`config.mk`:
```
export PLATFORM = sky130hd
export DESIGN_NAME = alu_result_writeback
export DESIGN_NICKNAME = d
export VERILOG_FILES = /design/src/rtl/alu_result_writeback.sv
export SDC_FILE = /design/constraint.sdc
export NUM_CORES = 1
export LEC_CHECK = 0
export CAP_MARGIN = 25
export CORE_MARGIN = 1
export CORE_UTILIZATION = 48
export CTS_CLUSTER_SIZE = 30
export DETAILED_ROUTE_END_ITERATION = 8
export GPL_TIMING_DRIVEN = 0
export PLACE_DENSITY = 0.8
export SLEW_MARGIN = 5
export SYNTH_ARGS = -nofsm -noshare
export SYNTH_HDL_FRONTEND = slang
export SYNTH_SLANG_ARGS = --single-unit
```
`constraint.sdc`:
```
create_clock -name clk -period 5.88 [get_ports clk]
set_input_delay 1.47 -clock clk [delete_from_list [all_inputs] [get_ports clk]]
set_output_delay 1.47 -clock clk [all_outputs]
set_load 0.02 [all_outputs]
```
`src/rtl/alu_result_writeback.sv`:
```
// alu_result_writeback
//   In-order writeback buffer between the ALU output register and the
//   register-file write arbiter. It holds up to DEPTH pending results and
//   drains them oldest-first through a request/grant write port. A
//   combinational forwarding lookup returns the youngest pending value for a
//   queried register.
//
// Ports
//   clk, reset             clock; asynchronous active-high reset
//   in_valid/in_ready      ALU-side handshake; in_data, in_rd carry the result
//   rf_req/rf_grant        write-port request and arbiter grant
//   rf_waddr, rf_wdata     head entry presented to the register file
//   flush                  synchronous discard of every pending entry
//   fwd_rs                 register queried by hazard logic
//   fwd_hit, fwd_data      forwarding result (youngest matching entry)
//   count                  number of valid entries
module alu_result_writeback #(
    parameter int DATA_WIDTH = 32,
    parameter int ADDR_WIDTH = 5,
    parameter int DEPTH      = 2
) (
    input  logic                       clk,
    input  logic                       reset,
    input  logic                       in_valid,
    output logic                       in_ready,
    input  logic [DATA_WIDTH-1:0]      in_data,
    input  logic [ADDR_WIDTH-1:0]      in_rd,
    output logic                       rf_req,
    input  logic                       rf_grant,
    output logic [ADDR_WIDTH-1:0]      rf_waddr,
    output logic [DATA_WIDTH-1:0]      rf_wdata,
    input  logic                       flush,
    input  logic [ADDR_WIDTH-1:0]      fwd_rs,
    output logic                       fwd_hit,
    output logic [DATA_WIDTH-1:0]      fwd_data,
    output logic [$clog2(DEPTH):0]     count
);

    localparam int PW = $clog2(DEPTH);
    localparam int CW = PW + 1;

    typedef struct packed {
        logic [ADDR_WIDTH-1:0] rd;
        logic [DATA_WIDTH-1:0] data;
    } entry_t;

    entry_t        mem [DEPTH];
    logic [PW-1:0] wr_ptr;
    logic [PW-1:0] rd_ptr;
    logic [CW-1:0] count_q;

    logic full;
    logic push;
    logic pop;

    assign full     = (count_q == CW'(DEPTH));
    // Held low during reset so the ALU side never hands over a result that
    // the asynchronous clear would silently drop.
    assign in_ready = !reset && !full;
    assign rf_req   = (count_q != '0);
    assign rf_waddr = mem[rd_ptr].rd;
    assign rf_wdata = mem[rd_ptr].data;
    assign count    = count_q;

    // A handshake aimed at r0 completes but stores nothing.
    assign push = in_valid && in_ready && !flush && (in_rd != '0);
    assign pop  = rf_req && rf_grant && !flush;

    always_ff @(posedge clk or posedge reset) begin
        if (reset) begin
            wr_ptr  <= '0;
            rd_ptr  <= '0;
            count_q <= '0;
            for (int i = 0; i < DEPTH; i++) begin
                mem[i] <= '0;
            end
        end else if (flush) begin
            wr_ptr  <= '0;
            rd_ptr  <= '0;
            count_q <= '0;
        end else begin
            if (push) begin
                mem[wr_ptr] <= '{rd: in_rd, data: in_data};
                wr_ptr      <= wr_ptr + PW'(1);
            end
            if (pop) begin
                rd_ptr <= rd_ptr + PW'(1);
            end
            case ({push, pop})
                2'b10:   count_q <= count_q + CW'(1);
                2'b01:   count_q <= count_q - CW'(1);
                default: count_q <= count_q;
            endcase
        end
    end

    // Forwarding: walk oldest to youngest so the last match is the youngest.
    logic [PW-1:0] idx;
    always_comb begin
        fwd_hit  = 1'b0;
        fwd_data = '0;
        idx      = rd_ptr;
        for (int k = 0; k < DEPTH; k++) begin
            idx = rd_ptr + PW'(k);
            if ((CW'(k) < count_q) && (fwd_rs != '0) && (mem[idx].rd == fwd_rs)) begin
                fwd_hit  = 1'b1;
                fwd_data = mem[idx].data;
            end
        end
    end

endmodule

```
==> flow_metrics.env <==
export IMPL_netlist_area_sq_um=4068
export IMPL_syn_nets=343
export IMPL_drive_gt1_frac=0.3535
export IMPL_place_inst=519
export IMPL_sw_frac_of_total=0.3569
export IMPL_dieWidth_um=94.06
export IMPL_n_fill_cell=634
export IMPL_gp_congestion=0.7776
export IMPL_finalHoldViolations=0
export IMPL_crit_top_cell="clkdlybuf4s50_1"
export IMPL_core_area_sq_um=8217
export IMPL_internal_power_mw=1.690
export IMPL_ios=121
export IMPL_postCtsSetupBuffers=0
export IMPL_max_stage_delay_ns=0.61
export IMPL_regToRegSetupSlack_ns=3.09
export IMPL_cp_start_kind="primary input"
export IMPL_r2r_cells=7
export IMPL_nNetsFinal=475
export IMPL_min_period_ns=5.662
export IMPL_async_flop_share=1.000
export IMPL_yosysWarnings=0
export IMPL_clk_latency_ns=0.34
export IMPL_path_cells="clkdlybuf4s50_1 > nor4_1 > nor3_1 > a21oi_1 > o311ai_4 > mux2i_4 > buf_6 > a22o_1 > clkdlybuf4s50_1"
export IMPL_die_h_um=94.06
export IMPL_grt_max_degree=45
export IMPL_antenna_cells=0
export IMPL_arrival_ns=4.19
export IMPL_seq_area_sq_um=1952
export IMPL_ir_worst_vdd_mv=0.2544
export IMPL_cts_buffer_depth=2
export IMPL_placedInstanceArea_sq_um=5423
export IMPL_grt_usage=0.2240
export IMPL_synth_edf_count=0
export IMPL_synth_seq_cells=78
export IMPL_hold_depth=1
export IMPL_hold_buffers=0
export IMPL_power_switching_uw=937.8
export IMPL_clock_power_share=0.153
export IMPL_maxSlewHeadroom=0.4017
export IMPL_antenna_found_initial=0
export IMPL_die_area_sq_um=8846
export IMPL_synth_top_cells_by_area="dfrtp_1 (48%), mux2_2 (31%), a22o_1 (6.9%)"
export IMPL_path_clk_slew_ns=0.08
export IMPL_dpl_hpwl_um=6657
export IMPL_finalSetupViolations=0
export IMPL_path_class="primary input to output pin"
export IMPL_overflow=0
export IMPL_avgSynthCellArea_sq_um=13.88
export IMPL_outcome="completed"
export IMPL_first_pass_iters=4
export IMPL_synth_top_area_frac=0.4799
export IMPL_fin_area_sq_um=5620
export IMPL_tightestPinTransition_ns=0.8941
export IMPL_max_freq_mhz=176.6
export IMPL_cap_violations=0
export IMPL_post_cts_resized=0
export IMPL_critPathRequiredTime_ns=4.41
export IMPL_ant_nets=0
export IMPL_fin_util=0.6840
export IMPL_post_route_period_util=0.9629
export IMPL_path_buf_inv=3
export IMPL_slowest_stage="clkdlybuf4s50_1"
export IMPL_cts_htree_levels=3
export IMPL_tritoncts="built"
export IMPL_syn2layout_area_growth_pct=38.17
export IMPL_p_per_area_nw_per_um2=467.5
export IMPL_hold_path_class="register to register"
export IMPL_drc_errors=0
export IMPL_p_comb_frac=0.491
export IMPL_root_buffer="clkbuf_8"
export IMPL_rsz0062_at_grt="false"
export IMPL_rows=33
export IMPL_multiInputGateArea_sq_um=1954
export IMPL_cp_top_family="buffers and inverters"
export IMPL_seq_area_frac_synth=0.4799
export IMPL_slew_violations=0
export IMPL_stdcell_count=535
export IMPL_finClkSkew_ns=0.007626
export IMPL_cts_sinks=78
export IMPL_num_vias=2901
export IMPL_synth_cells=293
export IMPL_fin_setup_tns_ns=0
export IMPL_grt_pass1_wl_um=14960
export IMPL_drt_iter0_markers=80
export IMPL_yosysTopAreaCell="dfrtp_1"
export IMPL_cts_buffers=9
export IMPL_io_buffer_count=120
export IMPL_cp_depth=9
export IMPL_synth_cell_type_count=30
export IMPL_drt_total_wl_um=9334
export IMPL_sequentialPowerShare=0.356
export IMPL_power_leakage_nw=2.320
export IMPL_vias_per_cell=5.422
export IMPL_end_kind="output pin"
export IMPL_start_util=0.4951
export IMPL_power_mw=2.628
export IMPL_worstPathMaxFanout=10
export IMPL_grt_pass1_vias=3001
export IMPL_synth_flop_cell="dfrtp_1"
export IMPL_wl_per_cell_um=17.45
==> final cells by class <==
type                    count  share of cell area
plain buffers              17             0.02337
clock buffers               9             0.02204
clock inverters             7             0.01313
inverters                   8            0.005788
multi-input cells         190              0.3477
flip-flops and latches     78              0.3473
well taps                 105             0.02337
repair buffers            121              0.2173
==> power by group through the flow <==
| stage | clock (mW) | combinational (mW) | sequential, mW |
|---|---|---|---|
| after floorplan | 0 | 0.826 | 0.906 |
| after global placement | 0 | 1.27 | 0.927 |
| after detailed placement | 0 | 1.30 | 0.948 |
| after CTS | 0.410 | 1.30 | 0.936 |
| after global routing | 0.430 | 1.38 | 0.974 |
| final | 0.401 | 1.29 | 0.937 |
==> per-stage QoR <==
step	hold WS [ns]	setup slack, ns
after floorplan	0.4833	1.467
after global placement	0.5063	0.2454
after detailed placement	0.5121	0.2283
after CTS	0.5344	0.2272
after global routing	0.5532	0.1094
final	0.5321	0.2184
==> flip-flops by register name (all words and copies together) (netlist names) <==
signal	cells
count	2
mem	74
rd_ptr	1
wr_ptr	1
==> placed cells by master, fill, tap and decap left out, types with 2 or more instances in the layout <==
| cell type | netlist | final |
|---|---|---|
| o21ai_0 | 2 | 2 |
| mux2_2 | 111 | 111 |
| nand3_1 | 2 | 2 |
| buf_1 | 3 | 3 |
| nand2_1 | 3 | 3 |
| buf_2 | 6 | 6 |
| xnor2_1 | 6 | 6 |
| clkdlybuf4s50_1 | 0 | 120 |
| a22o_1 | 32 | 32 |
| ha_1 | 3 | 3 |
| buf_6 | 8 | 8 |
| inv_1 | 8 | 7 |
| clkinv_2 | 0 | 2 |
| clkbuf_8 | 0 | 9 |
| xor2_1 | 5 | 5 |
| dfrtp_1 | 78 | 78 |
| or3_4 | 2 | 2 |
| nor2_1 | 5 | 5 |
| mux2i_1 | 4 | 4 |
| mux2i_4 | 2 | 2 |
| clkinv_4 | 0 | 2 |
==> cells by family (layout without fill, tap and decap cells) <==
logic type,count (synthesis),in the layout,synth area share
simple gates,19,19,0.02799
mux,118,118,0.3319
fa+ha+maj,3,3,0.009229
buf+inv,25,162,0.03968
xor+xnor,11,11,0.02368
compound gates,39,39,0.08766
flops,78,78,0.4799
==> final timing paths <==
path,start,end
worst min register to register,mem[0],mem[0]
worst min-delay path,mem[0],mem[0]
max in group asynchronous,reset,mem[16]
min in group asynchronous,reset,count[0]
worst max-delay path,fwd_rs[0],fwd_data[18]
worst max register to register,count[0],mem[55]
==> Yosys cell counts, types with 2 or more instances <==
| cell type | n |
|---|---|
| nand2_1 | 3 |
| mux2i_1 | 4 |
| inv_1 | 8 |
| ha_1 | 3 |
| nand3_1 | 2 |
| nor2_1 | 5 |
| o21ai_0 | 2 |
| xnor2_1 | 6 |
| mux2i_4 | 2 |
| mux2_2 | 111 |
| xor2_1 | 5 |
| a22o_1 | 32 |
| buf_1 | 3 |
| buf_6 | 8 |
| dfrtp_1 | 78 |
| or3_4 | 2 |
| buf_2 | 6 |
==> per-layer routing <==
metal | GRT usage | share of wire | wire [um] | vias to the layer above
met5 | 0 | 0 | 0 | -
met4 | 0.07692 | 0.010 | 93 | 0
met3 | 0.05825 | 0.069 | 646 | 9
met2 | 0.3698 | 0.48 | 4502 | 92
met1 | 0.2844 | 0.44 | 4090 | 1453
li1 | - | - | - | 1347
No activity file was read; power rests on OpenSTA's default activity.
